`config.mk`:
```
export PLATFORM = sky130hd
export DESIGN_NAME = sha256_msg_sequencer
export DESIGN_NICKNAME = d
export VERILOG_FILES = /design/src/rtl/sha256_msg_sequencer.sv
export SDC_FILE = /design/constraint.sdc
export NUM_CORES = 1
export LEC_CHECK = 0
export CORE_UTILIZATION = 55
export CTS_CLUSTER_DIAMETER = 50
export DETAILED_ROUTE_END_ITERATION = 6
export HOLD_SLACK_MARGIN = 0.03
export PLACE_DENSITY = 0.91
export REMOVE_ABC_BUFFERS = 1
export SLEW_MARGIN = 20
export SYNTH_ARGS = -nofsm -noshare
export SYNTH_HDL_FRONTEND = slang
export SYNTH_SLANG_ARGS = --single-unit
```
`constraint.sdc`:
```
create_clock -name clk -period 4.7 [get_ports clk]
set_input_delay 1.175 -clock clk [delete_from_list [all_inputs] [get_ports clk]]
set_output_delay 1.175 -clock clk [all_outputs]
set_load 0.03 [all_outputs]
```
`src/rtl/sha256_msg_sequencer.sv`:
```
// SHA-256 message sequencer: packs a byte stream into 512-bit blocks with FIPS 180-4 padding.
// Optional `abort` port enabled by defining SHA_SEQ_ABORT_EN.
module sha256_msg_sequencer #(
   parameter int unsigned LEN_W = 32
) (
   input  logic         clk,
   input  logic         rst_n,
   input  logic [7:0]   in_data,
   input  logic         in_valid,
   input  logic         in_last,
   output logic         in_ready,
   output logic [511:0] blk_data,
   output logic         blk_valid,
   input  logic         blk_ready,
   output logic         blk_first,
   output logic         blk_last,
   output logic         msg_done,
   output logic         busy
`ifdef SHA_SEQ_ABORT_EN
   ,
   input  logic         abort
`endif
);

   localparam logic [2:0] IDLE  = 3'd0;
   localparam logic [2:0] FILL  = 3'd1;
   localparam logic [2:0] PAD   = 3'd2;
   localparam logic [2:0] ISSUE = 3'd3;
   localparam logic [2:0] LEN   = 3'd4;

   localparam logic [LEN_W-1:0] CNT_ONE = 1;

   logic [2:0]       state;
   logic [5:0]       idx;
   logic [LEN_W-1:0] cnt;
   logic             first_pend;
   logic             len_pend;
   logic             len_pad80;
   logic             abort_i;
   logic             accept;
   logic             handshake;
   logic [63:0]      bit_len;

`ifdef SHA_SEQ_ABORT_EN
   assign abort_i = abort;
`else
   assign abort_i = 1'b0;
`endif

   assign in_ready  = (state == IDLE) || (state == FILL);
   assign accept    = in_valid & in_ready;
   assign handshake = blk_valid & blk_ready;
   assign bit_len   = {{(61 - LEN_W){1'b0}}, cnt, 3'b000};

   // Byte i lives at bits [511-8i -: 8], i.e. base offset 8*(63-i) = {~i, 3'b000}.
   always_ff @(posedge clk or negedge rst_n) begin
      if (!rst_n) begin
         state      <= IDLE;
         idx        <= '0;
         cnt        <= '0;
         first_pend <= 1'b0;
         len_pend   <= 1'b0;
         len_pad80  <= 1'b0;
         blk_data   <= '0;
         blk_valid  <= 1'b0;
         blk_first  <= 1'b0;
         blk_last   <= 1'b0;
         msg_done   <= 1'b0;
         busy       <= 1'b0;
      end else begin
         msg_done <= 1'b0;
         if (abort_i) begin
            state      <= IDLE;
            idx        <= '0;
            cnt        <= '0;
            first_pend <= 1'b0;
            len_pend   <= 1'b0;
            len_pad80  <= 1'b0;
            blk_data   <= '0;
            blk_valid  <= 1'b0;
            blk_first  <= 1'b0;
            blk_last   <= 1'b0;
            busy       <= 1'b0;
         end else begin
            case (state)
               IDLE, FILL: begin
                  if (accept) begin
                     blk_data[{~idx, 3'b000} +: 8] <= in_data;
                     idx <= idx + 6'd1;
                     cnt <= cnt + CNT_ONE;
                     if (state == IDLE) begin
                        busy       <= 1'b1;
                        first_pend <= 1'b1;
                     end
                     if (in_last) begin
                        state <= PAD;
                     end else if (idx == 6'd63) begin
                        state     <= ISSUE;
                        blk_valid <= 1'b1;
                        blk_first <= first_pend;
                        blk_last  <= 1'b0;
                     end else begin
                        state <= FILL;
                     end
                  end
               end
               PAD: begin
                  // idx holds p = k+1 modulo 64; zero means the data filled all 64 bytes.
                  if (idx == 6'd0) begin
                     len_pend  <= 1'b1;
                     len_pad80 <= 1'b1;
                     blk_last  <= 1'b0;
                  end else begin
                     blk_data[{~idx, 3'b000} +: 8] <= 8'h80;
                     if (idx <= 6'd55) begin
                        blk_data[63:0] <= bit_len;
                        blk_last       <= 1'b1;
                     end else begin
                        len_pend  <= 1'b1;
                        len_pad80 <= 1'b0;
                        blk_last  <= 1'b0;
                     end
                  end
                  state     <= ISSUE;
                  blk_valid <= 1'b1;
                  blk_first <= first_pend;
               end
               ISSUE: begin
                  if (handshake) begin
                     blk_valid  <= 1'b0;
                     blk_data   <= '0;
                     blk_first  <= 1'b0;
                     blk_last   <= 1'b0;
                     first_pend <= 1'b0;
                     idx        <= '0;
                     if (len_pend) begin
                        state <= LEN;
                     end else if (blk_last) begin
                        state    <= IDLE;
                        msg_done <= 1'b1;
                        busy     <= 1'b0;
                        cnt      <= '0;
                     end else begin
                        state <= FILL;
                     end
                  end
               end
               LEN: begin
                  blk_data  <= {(len_pad80 ? 8'h80 : 8'h00), 440'd0, bit_len};
                  len_pend  <= 1'b0;
                  len_pad80 <= 1'b0;
                  blk_valid <= 1'b1;
                  blk_first <= first_pend;
                  blk_last  <= 1'b1;
                  state     <= ISSUE;
               end
               default: state <= IDLE;
            endcase
         end
      end
   end

endmodule

```
==> impl_summary.md, run 1 <==
Placement
The wire-length estimate of the detail-placed layout is 60700 µm. The number of input and output port buffers inserted is 530. The pre-CTS setup slack is 0.661 ns.

At the end of routability-driven placement, the weighted congestion stood at 0.935.

Synthesis
Synthesis inferred 561 register bits. After synthesis, the share of flip-flops with an asynchronous set or reset is 100%. The number of synthesized flops with an enable pin is 0. The share of the yosys chip area belonging to registers is 55.3%.

The most instantiated flip-flop cell in the synthesis netlist is dfrtp_1. In the post-synthesis netlist, the cell with the most instances is dfrtp_1. The synthesized netlist occupies a cell area of 25400 µm². The synthesized design spends more area on one cell type than any other, namely dfrtp_1. By area the synthesized netlist is led by dfrtp_1 (55%), mux2i_1 (13%), nand2_1 (6.0%), a32o_1 (3.5%), a22o_1 (1.8%). The instance count of the mapped netlist is 2186.

The count of distinct cell types in the synthesized netlist is 90. The number of warnings reported in the yosys synthesis log is 0. In this run the mean area of a mapped cell was 11.6 µm².

The commonest cells after synthesis are dfrtp_1 (561), nand2_1 (407), mux2i_1 (330). After synthesis, the largest area contributor takes up 55.3% of total cell area.

STA
The number of hold-slack violations in the final timing report came to 0. The worst clock skew is 0.0209 ns. After layout, the minimum clock period comes to 3.76 ns. On the final layout, the worst hold slack is 0.495 ns.

Across all setup checks in the final design, the least slack found is 0.937 ns. Timing would allow up to 0.266 GHz. The number of setup violations in the final report is 0.

For the pin with the worst max-slew slack, the measured transition is 1.18 ns. Measured against its own limit, the worst slew margin works out to 20.6%. Setup repair after global routing left no endpoint under its margin. The part of the cycle the worst path needs is 80.1%. The max-slew violation total from the final report is 0.

Cells and area
Measured on the finished design, the core utilization comes to 73.2%. The post-synthesis to final-layout area growth is 31.0%. The post-route netlist has 9.79% of its cells at a drive strength greater than 1. The count of nets after finishing is 2680. The repair_antennas step left the layout with diodes totalling 0.

Critical path
The worst register-to-register path has a depth of 8. The library cell contributing the largest single delay on the critical path is dfrtp_1. The kind of critical path is flop to flop.

The data required time at the worst endpoint is 5.24 ns. For this run, the slowest stage of the critical path takes 0.80 ns. The start of the worst register-to-register path is idx[0]. The data arrival time at the worst-slack endpoint is 4.30 ns.

The launching element type of the critical path is a flop. The count of buffering cells on the critical path with inverters included is 3. The maximum net fanout on the critical path is 20. Walking the worst path, the cells encountered are clkinv_1 > ha_1 > inv_2 > o2111a_1 > buf_4 > o21ai_0 > nor3_4 > mux2i_1. Among cell families on the critical path, the largest total delay comes from buffers and inverters. The kind of capture point of the worst setup path is a flop. The setup slack on the worst flop-to-flop path is 0.94 ns.

Global route
The largest net degree at the start of global routing is 178. After global routing, the most crowded layer is met2. The via count of the first global-routing pass is 22319. In the global route stage, overall resource usage came out at 38.5%. For this run, global-route usage on met1 was measured as 45.9%. The global-route wire length before repair is 138000 µm.

The remaining global-route overflow is 0. In the global route stage, met2 resource usage came out at 61.8%. For this run, global-route usage on met3 was measured as 11.6%. The initial antenna violation count was 0.

Power and ir drop
The static leakage is 16.0 nW. The internal power summed over all cells is 0.00926 W. The share of total power dissipated in the clock network is 32.5%. The worst-case IR drop observed on VDD is 0.543 mV. Sequential cells account for 35.0% of the total power. For this design the total switching power over the nets is 0.00607 W. The combinational power share is 32.5%. The areal power density over the cells is 461 nW/µm². The switching share of power is 39.6%.

Routing
Dividing the detail-routed via count by the number of cells gives 6.46. For this block, the via count after detailed routing is 21363. The detailed-route DRC error count is 0. The detail-routed net length per standard cell is 27.5 µm. Summed over all layers, the routed wires come to 91000 µm. In this run the remaining antenna-violating nets after routing total 0.

The number of DRC markers after the initial detailed-route iteration is 2746. The detailed-router iteration count before antenna repair is 7.

Clocking
The clock tree synthesis step divided the H-tree into 2 levels. The root buffer selected by CTS is clkbuf_16. The worst-case clock buffer depth is 3. TritonCTS built the clock tree. The number of resized instances in the post-cts repair step is 0. The number of sinks on the clock net is 561.

After clock tree synthesis, the clock-pin slew on the worst setup and hold paths is 0.06 ns. The count of buffers added by post-CTS timing repair for setup is 0. The clock buffer count from CTS is 58. The number of hold buffers added after CTS was 0. The clock reaches the later pin of the worst-skew pair after 0.62 ns.

Floorplan
The floorplan step set the die width to 217 µm. The floorplan die area is 47000 µm². After floorplanning, the core was divided into 78 placement rows.

531 I/O pins were placed. The initial utilization of the core area, before any placement, comes to 55.8%. The area of the core is 45500 µm². The vertical die dimension is 217 µm.

Min path
The min-delay analysis places its worst path in the category flop to flop. Counting instances, the worst hold path has a depth of 1.

Job
The max-capacitance violation count is 0.

Outcome
The run finished with clean final reports.
-- cell type report --
cell class	count	area, µm²
flip-flops and latches	561	14000
clock inverters	21	347
multi-input cells	1433	10500
clock buffers	83	1700
fillers	2876	12200
repair buffers	588	5850
inverters	21	78.8
well taps	600	751
-- power by group through the flow --
stage	clock, W	sequential (W)	combinational, W
floorplan	0	0.00572	0.00235
global placement	0	0.00542	0.00467
detailed placement	0	0.00543	0.00481
CTS	0.00499	0.00535	0.00483
global route	0.00516	0.00539	0.00518
finish	0.00498	0.00536	0.00498
-- per-stage QoR --
stage / setup TNS, ns / power (W) / area [µm²] / std cells
3_5_place_dp: 0 / 0.0102 / 31200 / 3203
4_1_cts: 0 / 0.0152 / 33300 / 3307
2_1_floorplan: -1455.95 / 0.00807 / 24600 / 2015
6_report: 0 / 0.0153 / 33300 / 3307
3_3_place_gp: 0 / 0.0101 / 31200 / 3203
5_1_grt: 0 / 0.0157 / 33300 / 3307
-- layer usage --
layer	vias up	share of wire, %
li1	8883	-
met1	10759	36
met2	1354	47
met3	367	11
met4	0	6.6
met5	-	0
-- logic make-up (layout without fill, tap and decap cells) --
family / after synthesis / in the layout / synth area share [%]
adder cells (fa/ha/maj): 4 / 4 / 0.197
AO/OA/AOI/OAI: 360 / 360 / 11.7
buffers and inverters: 192 / 713 / 3.62
flip-flops: 561 / 561 / 55.3
XOR/XNOR: 26 / 26 / 0.971
AND/OR/NAND/NOR: 711 / 711 / 15.1
multiplexers: 332 / 332 / 13.1
-- worst max path at each step --
stage / from / to / depth (start not counted)
detailed placement: in_valid / flop / 7
global route: idx[0] / flop / 6
CTS: idx[0] / flop / 8
finish: idx[0] / flop / 8
global placement: in_valid / flop / 7
floorplan: state[2] / flop / 5
-- cells in the final DEF, fill, tap and decap left out, types with 7 or more instances in the layout --
master           netlist  routed
dfrtp_1              561     561
clkdlybuf4s50_1        0     529
nand2_1              407     407
mux2i_1              330     329
a32o_1                88      88
clkbuf_16              0      61
nor2_1                61      59
nand3_1               61      58
a22o_1                52      52
buf_4                 16      50
a21oi_1               38      38
o21ai_0               26      26
a31oi_1               25      25
xor2_1                23      23
nand4_1               22      22
nand4_2               22      22
o2bb2ai_1             21      21
inv_1                 19      19
a22oi_1               14      14
nand3_4               14      14
and3_1                13      13
and2_1                14      13
o31ai_1               13      13
clkbuf_1              75      13
nor3_1                14      12
nand3_2                8      11
nor2b_1               10      10
a32oi_1               10      10
nor4_4                 9       9
clkbuf_8               0       9
nor3_2                 6       8
bufinv_16              0       8
buf_12                 0       8
o41ai_1                7       7
nor4_1                 8       7
Power figures use the tool's default switching activity.
==> run 2, diff against run 1 <==
--- a/config.mk
+++ b/config.mk
@@ -5,11 +5,11 @@
 export SDC_FILE = /design/constraint.sdc
 export NUM_CORES = 1
 export LEC_CHECK = 0
-export CORE_UTILIZATION = 55
+export CORE_UTILIZATION = 47
 export CTS_CLUSTER_DIAMETER = 50
 export DETAILED_ROUTE_END_ITERATION = 6
 export HOLD_SLACK_MARGIN = 0.03
-export PLACE_DENSITY = 0.91
+export PLACE_DENSITY = 0.83
 export REMOVE_ABC_BUFFERS = 1
 export SLEW_MARGIN = 20
 export SYNTH_ARGS = -nofsm -noshare
==> constraint.sdc (replaced) <==
create_clock -name clk -period 3.1 [get_ports clk]
set_input_delay 0.775 -clock clk [delete_from_list [all_inputs] [get_ports clk]]
set_output_delay 0.775 -clock clk [all_outputs]
set_load 0.03 [all_outputs]
==> impl_summary.md, run 2 (synthesis results as in run 1) <==
Routing
The via count is 21256 (-0.50%). The remaining antenna violation count is 0 (unchanged). The detail-routed net length per standard cell is 25.8 µm (-6.4%).

The wire length reported by the detailed router is 90400 µm (-0.69%). The average via count per standard cell is 6.06 (-6.2%). The detailed-route DRC error count was 0 (unchanged). The number of DRC markers after the initial detailed-route iteration is 1788 (-35%). The detailed-router iteration count before antenna repair was 6 (-1).

STA
The shortest period the worst path allows is 2.98 ns. The final-layout worst hold slack came to 0.0969 ns (-0.398 ns). The number of hold-slack violations in the final timing report is 0 (unchanged). The slew of the pin with the lowest slew margin came to 0.978 ns (-0.197 ns). The worst clock skew is 0.0278 ns (+0.00690 ns). The worst relative slew slack came to 33.9% (+13 points).

In the finished design, the share of the clock period the worst path needs comes to 96.0%. Based on the critical path, the design can be clocked at up to 0.336 GHz. The number of setup violations in the final report is 0 (unchanged). The max-slew violation total from the final report came to 0 (unchanged). Setup repair after global routing left no endpoint under its margin.

Global route
The global routing usage summed across all routing layers is 32.5% (-6.0 points). The remaining global-route overflow is 0 (unchanged). The global-route wire length before repair is 134000 µm (-2.2%). The via count of the first global-routing pass was 21555 (-3.4%). The largest net degree at the start of global routing is 84 (-53%). The initial antenna violation count is 4 (+4).

Critical path
The path depth of the worst reg2reg path is 7 (-1). The setup slack on the worst flop-to-flop path is 0.14 ns (-0.80 ns). The kind of cell with the highest combined delay along the critical path is buffers and inverters. The stage delay of the slowest cell on the critical path is 0.71 ns (-0.09 ns). The count of buffering cells on the critical path with inverters included is 1 (-2). The start of the worst register-to-register path is idx[4]. The kind of critical path is flop to output pin.

The maximum net fanout on the critical path was 16 (-20%). The end point of the critical path is in_ready. Among all stages on the critical path, the largest delay is contributed by clkdlybuf4s50_1. The number of stages on the worst setup path is 2 (-6).

STA classifies the critical path endpoint as an output pin. The most critical setup path has its startpoint at state[2]. The data required time at the worst endpoint is 2.32 ns (-2.92 ns). The data arrival time at the worst-slack endpoint is 2.20 ns (-2.10 ns).

STA classifies the critical path startpoint as a flop. The critical path goes through nor2_4 > clkdlybuf4s50_1.

Floorplan
The area of the core is 53000 µm² (+16%). The die boundary width is 234 µm (+8.1%). The starting density of the core is 47.9% (-7.9 points). The floorplan die area is 55000 µm² (+17%).

The I/O pin count is 531 (unchanged). The number of cell rows was 84 (+7.7%). The vertical die dimension is 234 µm (+8.1%).

Min path
The path class of the lowest-slack min-delay path is primary input to async pin.

Clocking
The H-tree depth reported by CTS is 3 (+1). The worst-case clock buffer depth is 3 (unchanged). The root buffer selected by CTS is clkbuf_16. The number of sinks on the clock net is 561 (unchanged). The count of buffers added by post-CTS timing repair for setup was 0 (unchanged).

The clock-pin transition on the worst setup and hold timing paths is 0.06 ns (about the same). The clock buffer count from CTS is 66 (+14%). TritonCTS built the clock tree. The insertion delay to the later sink of the worst-skew pair is 0.61 ns (about the same).

Placement
The estimated wirelength of the detail-placed design is 63600 µm (+4.7%). The final weighted congestion in routability-driven placement is 0.933 (-0.16%). The instance area at placement is 32400 µm² (+3.6%).

The number of input and output port buffers inserted was 530 (unchanged).

Outcome
The flow ran to the end, and the final reports show no timing, DRC or antenna violations.

Cells and area
The post-synthesis to final-layout area growth is 36.0%. The count of nets after finishing was 2787 (+4.0%). The combined area of the multi-input logic cells is 10500 µm² (about the same). The most common cell after layout, fill and taps aside is dfrtp_1. The core utilization of the finished layout was 65.2% (-8.0 points). The top cell types in the final layout, fill and taps aside, are dfrtp_1 (561), clkdlybuf4s50_1 (529), nand2_1 (407). The footprint of the flip-flops and latches is 14000 µm² (unchanged). The total of fill cells in the finished design is 3851 (+34%). The fraction of layout instances using a drive strength above 1 was 13.6% (+3.8 points).

The post-route standard cell area excluding fillers came to 34500 µm² (+3.8%).

Power and ir drop
The static leakage was 16.6 nW (+4.1%). The areal power density over the cells was 706 nW/µm² (+53%). The maximum resistive drop on vdd is 0.481 mV (-11%).

Job
The max-capacitance violation count was 0 (unchanged).
[run 2: layout make-up]
type / instances / share of cell area [%]
Multi-Input combinational cell: 1433 / 30.5
Clock buffer: 82 / 5.19
Timing Repair Buffer: 687 / 19.9
Inverter: 21 / 0.228
Antenna cell: 1 / 0.00725
Tap cell: 688 / 2.49
Sequential cell: 561 / 40.7
Clock inverter: 34 / 1.04
[run 2: stage by stage]
step                power (W)  setup slack (ns)  setup TNS, ns  instances
global route           0.0252            0.0316              0       3507
CTS                    0.0243            0.0421              0       3506
detailed placement     0.0166           -0.0201        -0.0343       3390
floorplan              0.0121             -6.26       -2179.36       2015
finish                 0.0244             0.125              0       3507
global placement       0.0164            0.0526              0       3390
[run 2: how the worst min path moves through the flow]
stage / startpoint / end / depth (start not counted)
3_3_place_gp: flop / flop / 1
3_5_place_dp: flop / flop / 1
2_1_floorplan: first_pend / first_pend / 2
5_1_grt: rst_n / async pin / 1
4_1_cts: rst_n / async pin / 1
6_report: rst_n / async pin / 1
[run 2: what timing repair did]
action / in CTS / in global routing
setup endpoints to repair: 1 / 29
resized for setup: 1 / 4
hold buffers: 0 / 0
[run 2: per-layer routing]
layer / up-vias / share of wire, % / wire [µm] / global-route usage [%]
li1: 9107 / - / - / -
met1: 10732 / 38 / 34100 / 39.7
met2: 1160 / 48 / 43200 / 53.0
met3: 251 / 9.7 / 8720 / 9.90
met4: 6 / 4.8 / 4300 / 15.1
met5: - / 0.040 / 36 / 0
[run 2: worst register-to-register path: stages, from the launching register on]
cell	delay (ns)
dfrtp_1	0.73
nand2_1	0.22
o21a_1	0.25
or3_2	0.55
buf_4	0.30
nor4_2	0.47
buf_4	0.23
a32o_1	0.14
[run 2: power breakdown]
group          switching, W  internal, W
logic               0.00587      0.00263
clock network       0.00326      0.00451
registers          0.000409      0.00769
total               0.00954       0.0148
==> run 3, diff against run 2 <==
--- a/config.mk
+++ b/config.mk
@@ -5,11 +5,13 @@
 export SDC_FILE = /design/constraint.sdc
 export NUM_CORES = 1
 export LEC_CHECK = 0
-export CORE_UTILIZATION = 47
+export CAP_MARGIN = 20
+export CORE_MARGIN = 2
+export CORE_UTILIZATION = 52
 export CTS_CLUSTER_DIAMETER = 50
 export DETAILED_ROUTE_END_ITERATION = 6
 export HOLD_SLACK_MARGIN = 0.03
-export PLACE_DENSITY = 0.83
+export PLACE_DENSITY = 0.87
 export REMOVE_ABC_BUFFERS = 1
 export SLEW_MARGIN = 20
 export SYNTH_ARGS = -nofsm -noshare
==> constraint.sdc (replaced) <==
create_clock -name clk -period 3.4 [get_ports clk]
set_input_delay 0.85 -clock clk [delete_from_list [all_inputs] [get_ports clk]]
set_output_delay 0.85 -clock clk [all_outputs]
set_load 0.03 [all_outputs]
==> impl_summary.md, run 3 (synthesis results as in run 1) <==
Floorplan
The number of cell rows is 80 (-4.8%). The vertical die dimension came to 225 µm (-4.0%). The floorplan die area is 50600 µm² (-7.9%). The area of the core is 47900 µm² (-9.5%). The starting density of the core was 53.0% (+5.0 points).

The die boundary width is 225 µm (-4.0%). The I/O pin count was 531 (unchanged).

Cells and area
The count of nets after finishing was 2727 (-2.2%). The core utilization of the finished layout is 70.5% (+5.3 points). The fraction of layout instances using a drive strength above 1 came to 11.5% (-2.1 points). From synthesis to final layout, the design area changed by 33.2%. Leaving out fill and tap cells, the most frequent cells in the layout are dfrtp_1 (561), clkdlybuf4s50_1 (529), nand2_1 (407). The library cell used most frequently in the layout, excluding fill and tap cells, is dfrtp_1.

The antenna cell count is 0 (-1). The total of fill cells in the finished design is 3222 (-16%).

Power and ir drop
The internal power summed over all cells is 0.0131 W (-12%). The maximum resistive drop on vdd is 0.414 mV (-14%). The static leakage is 16.3 nW (-2.1%).

The combinational power share is 34.0% (-0.9 points). The areal power density over the cells is 634 nW/µm² (-10%). The part of the total power dissipated in sequential elements is 34.5% (+1.3 points).

The switching component of the power is 0.00837 W (-12%). The clock share of power is 31.5% (-0.4 points). The switching share of power came to 39.0% (-0.11 points).

Global route
The global-route wire length before repair is 135000 µm (+0.70%). The initial antenna violation count was 0 (-4). The via count of the first global-routing pass is 21886 (+1.5%). The remaining global-route overflow is 0 (unchanged). The global routing usage summed across all routing layers is 35.2% (+2.7 points). The largest net degree at the start of global routing is 85 (+1.2%).

STA
The worst-case setup margin in the final layout is 0.147 ns (+0.0228 ns). The max-slew violation total from the final report is 0 (unchanged). The smallest clock period supported by the final layout is computed as 3.25 ns.

The number of setup violations in the final report is 0 (unchanged). The worst path uses 95.7% of the clock period. The number of hold-slack violations in the final timing report is 0 (unchanged). The worst clock skew is 0.0165 ns (-0.0113 ns). The slew of the pin with the lowest slew margin was 0.913 ns (-0.0650 ns).

The achievable frequency is 0.307 GHz. Setup repair after global routing left no endpoint under its margin. The worst relative slew slack was 38.3% (+4.4 points). The final-layout worst hold slack is 0.220 ns (+0.123 ns). The final sum of negative setup slack came to 0 ns (unchanged).

Routing
The via count is 21248 (-0.038%). The detail-routed net length per standard cell was 26.7 µm (+3.6%). The number of DRC markers after the initial detailed-route iteration is 2558 (+43%). The detailed-router iteration count before antenna repair was 7 (+1). The remaining antenna violation count came to 0 (unchanged). The average via count per standard cell came to 6.31 (+4.1%).

The wire length reported by the detailed router is 89900 µm (-0.50%). The detailed-route DRC error count is 0 (unchanged).

Job
The max-capacitance violation count is 0 (unchanged).

Clocking
The H-tree depth reported by CTS came to 2 (-1). The clock-pin transition on the worst setup and hold timing paths is 0.06 ns (about the same). The number of resized instances in the post-cts repair step is 0 (-1). The number of sinks on the clock net was 561 (unchanged). The insertion delay to the later sink of the worst-skew pair is 0.62 ns (about the same). The count of buffers added by post-CTS timing repair for setup is 0 (unchanged). The CTS tree is yes. The clock buffer count from CTS came to 58 (-12%).

The number of buffers inserted for hold repair after clock tree synthesis is 0 (unchanged). The root buffer selected by CTS is clkbuf_16. The worst-case clock buffer depth is 3 (unchanged).

Critical path
The setup slack on the worst flop-to-flop path is 0.24 ns (+0.10 ns). The critical path's top delay family is buffers and inverters. The maximum net fanout on the critical path was 16 (unchanged). The worst setup path is of the flop to output pin kind.

The stage delay of the slowest cell on the critical path is 0.79 ns (+0.08 ns). Walking the worst path, the cells encountered are nor2_1 > clkdlybuf4s50_1. STA classifies the critical path endpoint as an output pin. The data required time at the worst endpoint is 2.55 ns (+0.23 ns). The count of buffering cells on the critical path with inverters included was 1 (unchanged).

The library cell contributing the largest single delay on the critical path is clkdlybuf4s50_1. The data arrival time at the worst-slack endpoint is 2.40 ns (+0.20 ns). The launching element type of the critical path is a flop.

Placement
The pre-CTS setup slack is 0.0734 ns (+0.0935 ns). The final weighted congestion in routability-driven placement was 0.922 (-1.2%). The number of input and output port buffers inserted came to 530 (unchanged).

The estimated wirelength of the detail-placed design is 62900 µm (-1.1%).

Outcome
The run finished with clean final reports.

Min path
The path class of the lowest-slack min-delay path is primary input to async pin.
run 3: cell types whose count changed in the layout (fill, tap and decap cells not counted), moves of 3 or more:
cell,previous run,this run
clkbuf_16,67,61
buf_12,31,23
inv_6,12,3
clkbuf_8,6,9
bufinv_16,4,7
buf_4,126,80
run 3: metal layers:
layer	GRT usage [%]	vias to the layer above	wire length [µm]
met4	17.0	0	4490
met1	43.1	10737	33200
met3	9.91	259	9310
met2	57.8	1266	42900
met5	0	-	0
li1	-	8986	-
run 3: per-stage QoR:
step                      total power (W)  instance area (µm²)  std cells
after floorplan                    0.0110                24600       2015
after global placement             0.0144                31800       3263
after detailed placement           0.0146                31800       3263
after CTS                          0.0213                33800       3367
after global routing               0.0221                33800       3369
final                              0.0214                33800       3369
run 3: final cells by class:
class                      instances  area (µm²)  area share [%]
multi-input combinational       1433       10500            31.1
clock buffer                      80        1690            4.99
sequential                       561       14000            41.5
inverter                          21        78.8           0.233
tap                              615         769            2.28
timing repair buffer             635        6390            18.9
clock inverter                    24         335           0.992
run 3: worst paths after layout:
path                             end  startpoint  cells past startpoint
max reg2reg                     flop      idx[1]                      5
min                        async pin       rst_n                      1
max                         in_ready    state[2]                      2
min reg2reg                     flop        flop                      1
min in group clk                flop        flop                      1
max in group asynchronous  async pin       rst_n                      2
run 3: power by group through the flow:
stage | clock network, W | registers [W] | logic [W]
finish | 0.00676 | 0.00740 | 0.00728
CTS | 0.00680 | 0.00738 | 0.00712
global route | 0.00706 | 0.00743 | 0.00764
detailed placement | 0 | 0.00750 | 0.00708
global placement | 0 | 0.00749 | 0.00692
floorplan | 0 | 0.00792 | 0.00313
